[src/rtl/seven_seg_scan_ctrl_if.sv]
// Load channel of the 7-segment scan controller: packed BCD word with valid/ready.
// Nibble [3:0] is digit 0 (rightmost).
interface seven_seg_scan_ctrl_if #(
  parameter int unsigned NUM_DIGITS = 4
);
  logic                    load_valid;
  logic                    load_ready;
  logic [4*NUM_DIGITS-1:0] load_data;

  modport master (output load_valid, output load_data, input load_ready);
  modport slave  (input load_valid, input load_data, output load_ready);
endinterface

[src/rtl/seven_seg_scan_ctrl.sv]
// Time-multiplexed 7-segment scan controller feeding one shared BCD decoder, with a
// double-buffered load committed at frame start. Optional macro LEADING_ZERO_BLANK_EN.
module seven_seg_scan_ctrl #(
  parameter int unsigned NUM_DIGITS   = 4,
  parameter int unsigned REFRESH_DIV  = 50000,
  parameter int unsigned BLANK_CYCLES = 2
) (
  input  logic                  clk,
  input  logic                  rst_n,
  input  logic                  enable,
  seven_seg_scan_ctrl_if.slave  load,
  output logic [3:0]            bcd_out,
  output logic [NUM_DIGITS-1:0] dig_en,
  output logic                  frame_start
);

  localparam int unsigned CntMax = (REFRESH_DIV > BLANK_CYCLES) ? REFRESH_DIV : BLANK_CYCLES;
  localparam int unsigned CntW   = $clog2(CntMax + 1);
  localparam int unsigned IdxW   = $clog2(NUM_DIGITS);
  localparam int unsigned BufW   = 4 * NUM_DIGITS;

  typedef enum logic {StBlank, StShow} state_e;

  state_e                state_q, state_d;
  logic [IdxW-1:0]       idx_q, idx_d;
  logic [CntW-1:0]       cnt_q, cnt_d;
  logic                  pending_q, pending_d;
  logic [BufW-1:0]       pend_q, pend_d;
  logic [BufW-1:0]       disp_q, disp_d;
  logic [BufW-1:0]       commit_val;
  logic [NUM_DIGITS-1:0] dig_en_d;
  logic [3:0]            bcd_d;
  logic                  at_frame_start;
  logic                  commit;
  logic                  accept;

  assign at_frame_start = enable && (state_q == StBlank) && (idx_q == '0) && (cnt_q == '0);
  assign commit         = at_frame_start && pending_q;
  assign accept         = load.load_valid && !pending_q;
  assign load.load_ready = !pending_q;
  // Reset state already looks like a frame start; keep the strobe quiet while held in reset.
  assign frame_start    = rst_n && at_frame_start;

`ifdef LEADING_ZERO_BLANK_EN
  logic lz_lead;
  always_comb begin
    commit_val = pend_q;
    lz_lead    = 1'b1;
    // Digit 0 is excluded so a value of zero still shows "0".
    for (int i = int'(NUM_DIGITS) - 1; i >= 1; i--) begin
      if (lz_lead && (pend_q[4*i +: 4] == 4'h0)) begin
        commit_val[4*i +: 4] = 4'hF;
      end else begin
        lz_lead = 1'b0;
      end
    end
  end
`else
  always_comb begin
    commit_val = pend_q;
  end
`endif

  always_comb begin
    state_d = state_q;
    idx_d   = idx_q;
    cnt_d   = cnt_q;
    if (!enable) begin
      state_d = StBlank;
      idx_d   = '0;
      cnt_d   = '0;
    end else begin
      unique case (state_q)
        StBlank: begin
          if (cnt_q == CntW'(BLANK_CYCLES - 1)) begin
            state_d = StShow;
            cnt_d   = '0;
          end else begin
            cnt_d = cnt_q + CntW'(1);
          end
        end
        StShow: begin
          if (cnt_q == CntW'(REFRESH_DIV - 1)) begin
            state_d = StBlank;
            cnt_d   = '0;
            idx_d   = (idx_q == IdxW'(NUM_DIGITS - 1)) ? '0 : idx_q + IdxW'(1);
          end else begin
            cnt_d = cnt_q + CntW'(1);
          end
        end
        default: state_d = StBlank;
      endcase
    end
  end

  always_comb begin
    pending_d = pending_q;
    pend_d    = pend_q;
    disp_d    = disp_q;
    if (accept) begin
      pend_d    = load.load_data;
      pending_d = 1'b1;
    end
    if (commit) begin
      disp_d    = commit_val;
      pending_d = 1'b0;
    end
  end

  // Outputs are registered from next state so they line up with state_q.
  always_comb begin
    dig_en_d = '0;
    bcd_d    = 4'hF;
    if (state_d == StShow) begin
      dig_en_d = {{(NUM_DIGITS - 1){1'b0}}, 1'b1} << idx_d;
      bcd_d    = disp_d[{idx_d, 2'b00} +: 4];
    end
  end

  always_ff @(posedge clk) begin
    if (!rst_n) begin
      state_q   <= StBlank;
      idx_q     <= '0;
      cnt_q     <= '0;
      pending_q <= 1'b0;
      pend_q    <= {NUM_DIGITS{4'hF}};
      disp_q    <= {NUM_DIGITS{4'hF}};
      dig_en    <= '0;
      bcd_out   <= 4'hF;
    end else begin
      state_q   <= state_d;
      idx_q     <= idx_d;
      cnt_q     <= cnt_d;
      pending_q <= pending_d;
      pend_q    <= pend_d;
      disp_q    <= disp_d;
      dig_en    <= dig_en_d;
      bcd_out   <= bcd_d;
    end
  end

endmodule

[src/flat_wrapper.sv]
// flat-port wrapper written by rule: the top's interface ports become plain ports
module seven_seg_scan_ctrl_flat 
#(
  parameter int unsigned NUM_DIGITS   = 4,
  parameter int unsigned REFRESH_DIV  = 50000,
  parameter int unsigned BLANK_CYCLES = 2
)
  (clk, rst_n, enable, bcd_out, dig_en, frame_start, load_load_valid, load_load_data, load_load_ready);
  seven_seg_scan_ctrl_if #(.NUM_DIGITS(NUM_DIGITS)) load_i ();
  input  logic clk;
  input  logic rst_n;
  input  logic enable;
  output logic [3:0] bcd_out;
  output logic [NUM_DIGITS-1:0] dig_en;
  output logic frame_start;
  input wire logic [$bits(load_i.load_valid)-1:0] load_load_valid;
  input wire logic [$bits(load_i.load_data)-1:0] load_load_data;
  output wire logic [$bits(load_i.load_ready)-1:0] load_load_ready;
  assign load_i.load_valid = load_load_valid;
  assign load_i.load_data = load_load_data;
  assign load_load_ready = load_i.load_ready;
  seven_seg_scan_ctrl #(.NUM_DIGITS(NUM_DIGITS), .REFRESH_DIV(REFRESH_DIV), .BLANK_CYCLES(BLANK_CYCLES)) u_core (.clk(clk), .rst_n(rst_n), .enable(enable), .load(load_i), .bcd_out(bcd_out), .dig_en(dig_en), .frame_start(frame_start));
endmodule
[config.mk]
export PLATFORM = sky130hd
export DESIGN_NAME = seven_seg_scan_ctrl_flat
export DESIGN_NICKNAME = d
export VERILOG_FILES = /design/src/rtl/seven_seg_scan_ctrl_if.sv /design/src/rtl/seven_seg_scan_ctrl.sv /design/src/flat_wrapper.sv
export SDC_FILE = /design/constraint.sdc
export NUM_CORES = 1
export LEC_CHECK = 0
export CORE_MARGIN = 4
export CORE_UTILIZATION = 30
export CTS_CLUSTER_DIAMETER = 200
export CTS_CLUSTER_SIZE = 30
export DETAILED_ROUTE_END_ITERATION = 10
export GPL_TIMING_DRIVEN = 0
export PLACE_DENSITY = 0.57
export SKIP_LAST_GASP = 1
export SLEW_MARGIN = 25
export SYNTH_ARGS = -nofsm -noshare
export SYNTH_HDL_FRONTEND = slang
export SYNTH_SLANG_ARGS = --single-unit
[constraint.sdc]
create_clock -name clk -period 2.95 [get_ports clk]
set_input_delay 0.59 -clock clk [delete_from_list [all_inputs] [get_ports clk]]
set_output_delay 0.59 -clock clk [all_outputs]
set_load 0.01 [all_outputs]
==> results of run 1 <==
## routing by layer
layer	track usage [%]	vias to the layer above
li1	-	1049
met1	17.1	922
met2	16.9	55
met3	2.49	10
met4	6.53	0
met5	0	-
## flip-flops by register name, indices dropped and copies added, names as in the netlist
| name | count |
|---|---|
| u_core.cnt_q | 16 |
| u_core.commit_val | 16 |
| u_core.disp_q | 16 |
| u_core.bcd_out | 4 |
| u_core.dig_en | 4 |
| u_core.idx_q | 2 |
| u_core.pending_q | 1 |
| u_core.state_q | 1 |
## power by group
part	total, W	leakage [nW]	internal [W]	switching (W)
Combinational	0.000135	0.729	0.0000657	0.0000691
Clock	0.000745	0.102	0.000433	0.000312
Sequential	0.000858	0.489	0.000838	0.0000195
## stage by stage
stage / utilization, % / hold slack, ps / instances
final: 38.6 / 470 / 434
after global routing: 38.6 / 498 / 434
after CTS: 38.6 / 477 / 434
after detailed placement: 36.1 / 459 / 418
after global placement: 36.1 / 450 / 418
after floorplan: - / 437 / 285
## Yosys cell counts
| library cell | n | area [um2] |
|---|---|---|
| nor2_1 | 28 | 105 |
| ha_1 | 5 | 62.6 |
| xnor2_1 | 4 | 35.0 |
| and3_1 | 3 | 18.8 |
| and4b_1 | 1 | 10.0 |
| and2_4 | 1 | 8.76 |
| o21a_1 | 1 | 7.51 |
| and4_1 | 1 | 8.76 |
| a21oi_1 | 7 | 35.0 |
| xor2_1 | 8 | 70.1 |
| nand3_1 | 26 | 130 |
| clkbuf_1 | 10 | 37.5 |
| a311oi_1 | 1 | 8.76 |
| or3_1 | 2 | 12.5 |
| o21ai_0 | 4 | 20.0 |
| nor4b_1 | 1 | 8.76 |
| nor3_2 | 1 | 10.0 |
| nor3_1 | 4 | 20.0 |
| o211ai_1 | 2 | 15.0 |
| buf_2 | 4 | 20.0 |
| dfxtp_1 | 60 | 1200 |
| a21boi_1 | 1 | 7.51 |
| nand2_1 | 58 | 218 |
| o211a_1 | 4 | 40.0 |
| nor4_4 | 2 | 42.5 |
| nand4_1 | 8 | 50.1 |
| mux2i_1 | 16 | 160 |
| nor2b_1 | 1 | 6.26 |
| or4_1 | 1 | 7.51 |
| and2_1 | 1 | 6.26 |
| mux4_2 | 2 | 45.0 |
| mux4_1 | 2 | 52.6 |
| o21ai_1 | 3 | 15.0 |
| nand4_4 | 1 | 21.3 |
| buf_6 | 1 | 11.3 |
| inv_1 | 10 | 37.5 |
## cell families after synthesis
| group | synth area share, % |
|---|---|
| fa+ha+maj | 2.44 |
| compound gates | 5.80 |
| xor+xnor | 4.10 |
| mux | 10.0 |
| simple gates | 26.7 |
| buf+inv | 4.14 |
| flops | 46.8 |
## final timing paths
check,to,slack [ps],depth (start not counted)
setup / recovery,frame_start,280,7
hold / removal,u_core.disp_q[12],470,2
setup reg to reg,u_core.disp_q[9],620,9
hold reg to reg,u_core.disp_q[12],470,2
## worst max-delay path: cells and delay by family (launching register included)
family | cells | cell delay [ps]
flip-flops | 1 | 330
AND/OR/NAND/NOR | 3 | 490
buffers and inverters | 3 | 730
adder cells (fa/ha/maj) | 1 | 210
## cells in the final DEF, fill, tap and decap left out, types with 5 or more instances in the layout
master,count
clkdlybuf4s50_1,27
nand2_1,58
clkbuf_8,11
nor2_1,28
mux2i_1,16
a21oi_1,7
inv_1,9
ha_1,5
nand3_1,26
clkbuf_1,9
nand4_1,8
xor2_1,8
dfxtp_1,60
## area by class of cell
cell class / count / area, um2
Buffer: 14 / 68.8
Clock buffer: 12 / 155
Clock inverter: 4 / 47.5
Fill cell: 851 / 5070
Inverter: 10 / 37.5
Multi-Input combinational cell: 200 / 1260
Sequential cell: 60 / 1200
Tap cell: 105 / 131
Timing Repair Buffer: 29 / 287
## what timing repair did
item	in CTS	in global routing
resized for setup	5	0
endpoints found under the setup margin	1	0
setup buffers	1	0
==> flow_metrics.py, run 1 <==
metrics = {
    "run_status": {
        "status": "complete, no violations",
    },
    "detailed_routing": {
        "dr_wl_met3_um": 271,
        "vias": 2036,
        "wl_mm": 5.57,
        "wl_per_cell_um": 12.8,
        "dr.max_layer_used": "met4",
        "first_pass_iters": 4,
        "drtIter0Drc": 66,
        "drt-met1-wl_mm": 2.79,
        "ant_nets": 0,
        "routed_via_density": 4.69,
        "wl_met2_mm": 2.38,
        "drc": 0,
    },
    "power": {
        "p_per_area_nw_per_um2": 545,
        "ir_drop_mv": 0.218,
        "power_w": 0.00174,
        "leakage_nw": 1.32,
    },
    "clock_tree": {
        "htree_levels": 3,
        "path_clk_slew_ps": 70,
        "cts_buffer_depth": 2,
        "clockRootBuffer": "clkbuf_8",
        "clkSinkCount": 60,
        "cts-hold-fix-buffers": 0,
        "cts_inserted_buffers": 9,
        "clock_latency_ps": 340,
        "cts_tree": "done",
    },
    "global_route": {
        "grt_overflow": 0,
        "grt_pass1_vias": 1905,
        "grt_pass1_wl_mm": 9.45,
        "grt_usage_pct": 12.0,
        "grt_max_degree": 17,
        "grt_antenna_before_repair": 0,
    },
    "floorplanning": {
        "dieArea_um2": 10100,
        "die_width_um": 100,
        "boundaryPins": 30,
        "die_h_um": 100,
        "fp-row-count": 33,
        "core-area_um2": 8260,
        "initial_core_util_pct": 31.1,
    },
    "placement": {
        "port_buffers": 28,
        "gp_congestion": 0.820,
        "place_ws_ps": -105,
        "dp_hpwl_mm": 4.00,
        "dpl-instance-area_um2": 2980,
    },
    "critical_path": {
        "worst_setup_path_start_kind": "register",
        "cp-startpoint": "u_core.idx_q[0]",
        "arrival_ps": 2080,
        "max_stage_delay_ps": 360,
        "rr_startpoint": "u_core.idx_q[0]",
        "path_cells": "clkbuf_1, inv_2, ha_1, and4b_2, nand4_1, nor2_1, dlygate4sd2_1",
        "worstSetupEndpointType": "output port",
        "criticalPathCategory": "reg -> out",
        "crit_slowest_cell": "clkbuf_1",
        "required_ps": 2360,
        "path_max_fanout": 9,
    },
    "layout": {
        "area_growth_pct": 24.2,
        "n_antenna_cell": 0,
        "drive_gt1_share_pct": 9.42,
        "num-nets-final": 349,
        "final_area_um2": 3190,
    },
    "timing": {
        "grt_setup_unrepaired": "false",
        "hold_violations": 0,
        "final_max_slew_viol_count": 0,
        "fin_crit_sh_pct": 90.6,
        "post-route-min-period_ps": 2670,
        "fin_setup_tns_ps": 0,
        "max_slew_margin_pct": 60.4,
        "final.setup.worst_slack_ps": 276,
        "worst_pin_slew_ps": 593,
        "fin_skew_ps": 7.32,
        "setup_viol": 0,
        "fmax_mhz": 374,
    },
    "logic_synthesis": {
        "yosysSeqAreaShare_pct": 46.8,
        "synth_nets": 310,
        "avgSynthCellArea_um2": 9.00,
        "netlist_area_um2": 2570,
        "synth-seq-cells": 60,
        "synth_cells": 285,
        "ys_types": 36,
        "yosysWarnings": 0,
    },
    "min_path": {
        "hp-class": "reg -> reg",
        "min-delay-start": "u_core.disp_q[12]",
    },
    "job": {
        "max_cap_violations": 0,
    },
}
(Power assumes the default switching activity.)
==> run 2: changes to the inputs <==
--- a/config.mk
+++ b/config.mk
@@ -10,8 +10,9 @@
 export CTS_CLUSTER_DIAMETER = 200
 export CTS_CLUSTER_SIZE = 30
 export DETAILED_ROUTE_END_ITERATION = 10
+export DONT_BUFFER_PORTS = 1
 export GPL_TIMING_DRIVEN = 0
-export PLACE_DENSITY = 0.57
+export PLACE_DENSITY = 0.53
 export SKIP_LAST_GASP = 1
 export SLEW_MARGIN = 25
 export SYNTH_ARGS = -nofsm -noshare
==> run 2 against run 1 <==
Sequential share of layout area rose by 3.7 points. Setup slack improved by 14 ps. Global-route usage unchanged. Clock power decreased by 0.7%. Die area stayed put. Register-to-register slack worse by 140 ps. Maximum frequency increased by 0.52%. Final cell count decreased by 6.5%. Largest cell class unchanged. Largest power group unchanged.
==> flow_metrics.py, run 2 (same netlist as run 1, synthesis figures left out) <==
metrics = {
    "run_status": {
        "status": "complete, no violations",
    },
    "layout": {
        "area_growth_pct": 13.2,
        "n_fill_cell": 877,
        "layout_common_cells": "60 x dfxtp_1, 58 x nand2_1, 27 x nor2_1",
        "num-nets-final": 321,
        "seqCellArea_um2": 1200,
        "n_antenna_cell": 0,
        "drive_gt1_share_pct": 10.3,
        "multiInputGateArea_um2": 1260,
        "final_common_cell": "dfxtp_1",
    },
    "clock_tree": {
        "cts_inserted_buffers": 9,
        "clockRootBuffer": "clkbuf_8",
        "cts-hold-fix-buffers": 0,
        "cts_tree": "done",
        "cts_buffer_depth": 2,
        "clkSinkCount": 60,
        "htree_levels": 3,
        "path_clk_slew_ps": 70,
        "clock_latency_ps": 330,
    },
    "critical_path": {
        "worst_setup_path_start_kind": "register",
        "arrival_ps": 2070,
        "criticalPathCategory": "reg -> out",
        "path_max_fanout": 10,
        "required_ps": 2360,
        "worstSetupEndpointType": "output port",
        "reg2regPathDepth": 9,
    },
    "power": {
        "ir_drop_mv": 0.186,
        "power.switching_w": 0.000413,
        "p_clk_share_pct": 43.4,
        "comb_power_share_pct": 6.2,
        "p_per_area_nw_per_um2": 587,
        "leakage_nw": 1.20,
        "seqPwrFrac_pct": 50.4,
        "switching_share_pct": 24.3,
        "p_int_w": 0.00129,
    },
    "global_route": {
        "grt_max_degree": 12,
        "grt_pass1_wl_mm": 9.43,
        "grt_antenna_before_repair": 0,
        "grt_pass1_vias": 1884,
        "grt_usage_pct": 12.0,
        "grt_overflow": 0,
    },
    "min_path": {
        "hp-class": "in -> reg",
        "whs_path_depth": 2,
    },
    "timing": {
        "worst_pin_slew_ps": 634,
        "fmax_mhz": 376,
        "fin_crit_sh_pct": 90.2,
        "hold_violations": 0,
        "fin_setup_tns_ps": 0,
        "max_slew_margin_pct": 57.6,
        "final.setup.worst_slack_ps": 290,
        "post-route-min-period_ps": 2660,
        "setup_viol": 0,
        "fin_skew_ps": 8.49,
        "grt_setup_unrepaired": "false",
        "final_max_slew_viol_count": 0,
    },
    "floorplanning": {
        "fp-row-count": 33,
        "dieArea_um2": 10100,
        "boundaryPins": 30,
        "die_width_um": 100,
        "initial_core_util_pct": 31.1,
        "core-area_um2": 8260,
        "die_h_um": 100,
    },
    "placement": {
        "place_ws_ps": 135,
        "gp_congestion": 0.783,
        "port_buffers": 0,
        "dp_hpwl_mm": 4.00,
    },
    "detailed_routing": {
        "first_pass_iters": 4,
        "routed_via_density": 4.82,
        "vias": 1956,
        "wl_mm": 5.59,
        "drtIter0Drc": 104,
        "wl_per_cell_um": 13.8,
        "ant_nets": 0,
        "drc": 0,
    },
    "job": {
        "max_cap_violations": 0,
    },
}
## run 2: what timing repair did
action,CTS,global route
buffers inserted,0,0
gates cloned,0,0
resized for setup,1,3
setup endpoints to repair,1,1
hold endpoints to repair,0,0
## run 2: layout make-up
type | instances | area share (%)
multi-input cells | 200 | 43.4
flip-flops and latches | 60 | 41.4
clock buffers | 10 | 4.74
well taps | 105 | 4.52
plain buffers | 15 | 2.46
clock inverters | 6 | 2.20
inverters | 10 | 1.29
## run 2: critical path, cell delays in order (launching register included)
cell      delay [ps]
dfxtp_1          310
clkbuf_2         200
clkbuf_2         240
inv_1            120
ha_1             150
and4b_1          290
nand4_1          190
nor2_2           240
## run 2: power by group through the flow
| stage | logic, W | registers, W | clock network, W |
|---|---|---|---|
| floorplan | 0.0000836 | 0.000869 | 0 |
| global placement | 0.000105 | 0.000876 | 0 |
| global route | 0.000122 | 0.000862 | 0.000797 |
| CTS | 0.000106 | 0.000859 | 0.000760 |
| finish | 0.000105 | 0.000859 | 0.000740 |
| detailed placement | 0.000106 | 0.000877 | 0 |
## run 2: path summary, 6_finish.rpt
check                          from                    to  slack (ps)
setup / recovery    u_core.idx_q[1]           frame_start         290
hold / removal    load_load_data[4]  u_core.commit_val[4]         380
setup reg to reg    u_core.idx_q[0]     u_core.disp_q[13]         480
hold reg to reg    u_core.disp_q[5]      u_core.disp_q[5]         470
## run 2: metal layers
layer  vias to the layer above  GRT usage (%)  part of all wire (%)
li1                        995              -                     -
met1                       914           16.8                    51
met2                        45           16.9                    42
met3                         2           4.36                   5.8
met4                         0           4.35                  0.79
met5                         -              0                     0
## run 2: per-stage QoR
step | hold WS (ps) | area [um2] | instances | util, % | power [W]
6_report | 375 | 2900 | 406 | 35.2 | 0.00170
5_1_grt | 366 | 2900 | 406 | 35.2 | 0.00178
4_1_cts | 361 | 2900 | 406 | 35.1 | 0.00173
3_5_place_dp | 456 | 2700 | 390 | 32.7 | 0.000983
3_3_place_gp | 447 | 2700 | 390 | 32.7 | 0.000981
2_1_floorplan | 437 | 2570 | 285 | - | 0.000953
==> run 3: changes to the inputs <==
--- a/config.mk
+++ b/config.mk
@@ -6,13 +6,13 @@
 export NUM_CORES = 1
 export LEC_CHECK = 0
 export CORE_MARGIN = 4
-export CORE_UTILIZATION = 30
+export CORE_UTILIZATION = 62
 export CTS_CLUSTER_DIAMETER = 200
 export CTS_CLUSTER_SIZE = 30
 export DETAILED_ROUTE_END_ITERATION = 10
 export DONT_BUFFER_PORTS = 1
 export GPL_TIMING_DRIVEN = 0
-export PLACE_DENSITY = 0.53
+export PLACE_DENSITY = 0.87
 export SKIP_LAST_GASP = 1
 export SLEW_MARGIN = 25
 export SYNTH_ARGS = -nofsm -noshare
==> run 3 against run 2 <==
Register-to-register slack got worse by 150 ps. Setup slack got worse by 95 ps. Wire length fell by 7.1%. Critical path type unchanged. Clock power rose by 8.5%. Non-clock buffer count did not move. Highest routed layer unchanged. Worst hold slack got worse by 4.0 ps.
==> flow_metrics.py, run 3 (same netlist as run 1, synthesis figures left out) <==
metrics = {
    "global_route": {
        "grt_max_degree": 11,
        "grt_use_met3_pct": 5.68,
        "grt_antenna_before_repair": 0,
        "grt_use_met1_pct": 29.0,
        "grt_pass1_vias": 1846,
        "grt_usage_pct": 21.8,
        "grt_pass1_wl_mm": 8.62,
        "top_usage_layer": "met2",
        "grt_overflow": 0,
        "met2_usage_pct": 32.5,
    },
    "power": {
        "seqPwrFrac_pct": 48.6,
        "ir_drop_mv": 0.411,
        "p_int_w": 0.00137,
        "leakage_nw": 1.21,
        "p_clk_share_pct": 45.5,
        "power.switching_w": 0.000393,
        "power_w": 0.00177,
        "p_per_area_nw_per_um2": 621,
        "switching_share_pct": 22.3,
        "comb_power_share_pct": 6.0,
    },
    "timing": {
        "setup_viol": 0,
        "fin_crit_sh_pct": 93.4,
        "grt_setup_unrepaired": "false",
        "hold_violations": 0,
        "fmax_mhz": 363,
        "hold_slack_ps": 371,
        "fin_setup_tns_ps": 0,
        "worst_pin_slew_ps": 579,
        "post-route-min-period_ps": 2760,
        "max_slew_margin_pct": 61.2,
        "final_max_slew_viol_count": 0,
        "fin_skew_ps": 9.73,
    },
    "layout": {
        "layout_common_cells": "60 x dfxtp_1, 58 x nand2_1, 28 x nor2_1",
        "seqCellArea_um2": 1200,
        "area_growth_pct": 10.9,
        "drive_gt1_share_pct": 9.00,
        "final_common_cell": "dfxtp_1",
        "n_fill_cell": 290,
        "final_area_um2": 2850,
        "n_antenna_cell": 0,
        "num-nets-final": 321,
        "multiInputGateArea_um2": 1260,
        "instances_no_fill": 350,
    },
    "clock_tree": {
        "cts_buffer_depth": 2,
        "path_clk_slew_ps": 70,
        "cts_tree": "done",
        "clock_latency_ps": 340,
        "cts-hold-fix-buffers": 0,
        "clkSinkCount": 60,
        "htree_levels": 3,
        "cts_inserted_buffers": 9,
        "clockRootBuffer": "clkbuf_8",
    },
    "placement": {
        "dp_hpwl_mm": 3.69,
        "gp_congestion": 0.823,
        "dpl-instance-area_um2": 2630,
        "dp.cells": 335,
        "port_buffers": 0,
    },
    "detailed_routing": {
        "routed_via_density": 5.69,
        "vias": 1991,
        "wl_mm": 5.19,
        "ant_nets": 0,
        "drc": 0,
        "wl_per_cell_um": 14.8,
        "drtIter0Drc": 127,
        "first_pass_iters": 4,
    },
    "critical_path": {
        "max_stage_delay_ps": 320,
        "worst_setup_path_start_kind": "register",
        "criticalPathCategory": "reg -> out",
        "worstSetupEndpointType": "output port",
        "arrival_ps": 2170,
        "required_ps": 2360,
        "path_max_fanout": 10,
        "path_cells": "clkbuf_2, clkbuf_1, inv_1, ha_1, and4b_1, nand4_1, nor2_1",
        "crit_slowest_cell": "dfxtp_1",
    },
    "floorplanning": {
        "initial_core_util_pct": 64.2,
        "die_h_um": 72.3,
        "fp-row-count": 23,
        "dieArea_um2": 5230,
        "boundaryPins": 30,
        "core-area_um2": 4000,
        "die_width_um": 72.3,
    },
    "run_status": {
        "status": "complete, no violations",
    },
    "job": {
        "max_cap_violations": 0,
    },
    "min_path": {
        "hp-class": "in -> reg",
    },
}
[run 3: cell count changes in the layout (fill, tap and decap cells not counted), sizes merged]
cell	previous run	this run
clkbuf	20	21
bufinv	1	2
clkinv	3	2
clkinvlp	2	0
[run 3: path summary, 6_finish.rpt]
check                  startpoint                    to  slack (ps)  cells after the start
min reg2reg  u_core.commit_val[1]  u_core.commit_val[1]         470                      2
min             load_load_data[1]  u_core.commit_val[1]         370                      2
max reg2reg       u_core.idx_q[1]      u_core.disp_q[4]         330                     10
max               u_core.idx_q[1]           frame_start         190                      7
[run 3: power groups by stage]
stage	Sequential (W)	Clock, W	Combinational, W
finish	0.000858	0.000803	0.000105
global route	0.000861	0.000856	0.000118
CTS	0.000858	0.000813	0.000105
detailed placement	0.000876	0	0.000104
global placement	0.000874	0	0.000101
floorplan	0.000869	0	0.0000836
[run 3: final cells by class]
| class | count | area share, % |
|---|---|---|
| sequential | 60 | 42.2 |
| tap | 50 | 2.20 |
| multi-input combinational | 200 | 44.2 |
| inverter | 10 | 1.32 |
| buffer | 15 | 2.46 |
| clock inverter | 4 | 2.59 |
| clock buffer | 11 | 4.97 |
[run 3: metrics by stage]
stage	worst slack (ps)	utilization [%]
global route	61.6	71.1
CTS	47.2	71.1
finish	194	71.1
global placement	253	65.7
detailed placement	177	65.7
floorplan	660	-
[run 3: metal layers]
metal | vias up | wire length (um) | share of wire (%)
li1 | 995 | - | -
met1 | 924 | 2410 | 46
met2 | 62 | 2360 | 45
met3 | 10 | 324 | 6.2
met4 | 0 | 98 | 1.9
met5 | - | 0 | 0
[run 3: worst max-delay path: cells and delay by family, from the launching register on]
family | cells | cell delay, ps
buf+inv | 3 | 590
simple gates | 3 | 760
flops | 1 | 320
fa+ha+maj | 1 | 160
[run 3: what timing repair did]
item / in CTS / in global routing
setup endpoints to repair: 0 / 9
resized for setup: 0 / 2
buffers inserted: 0 / 0
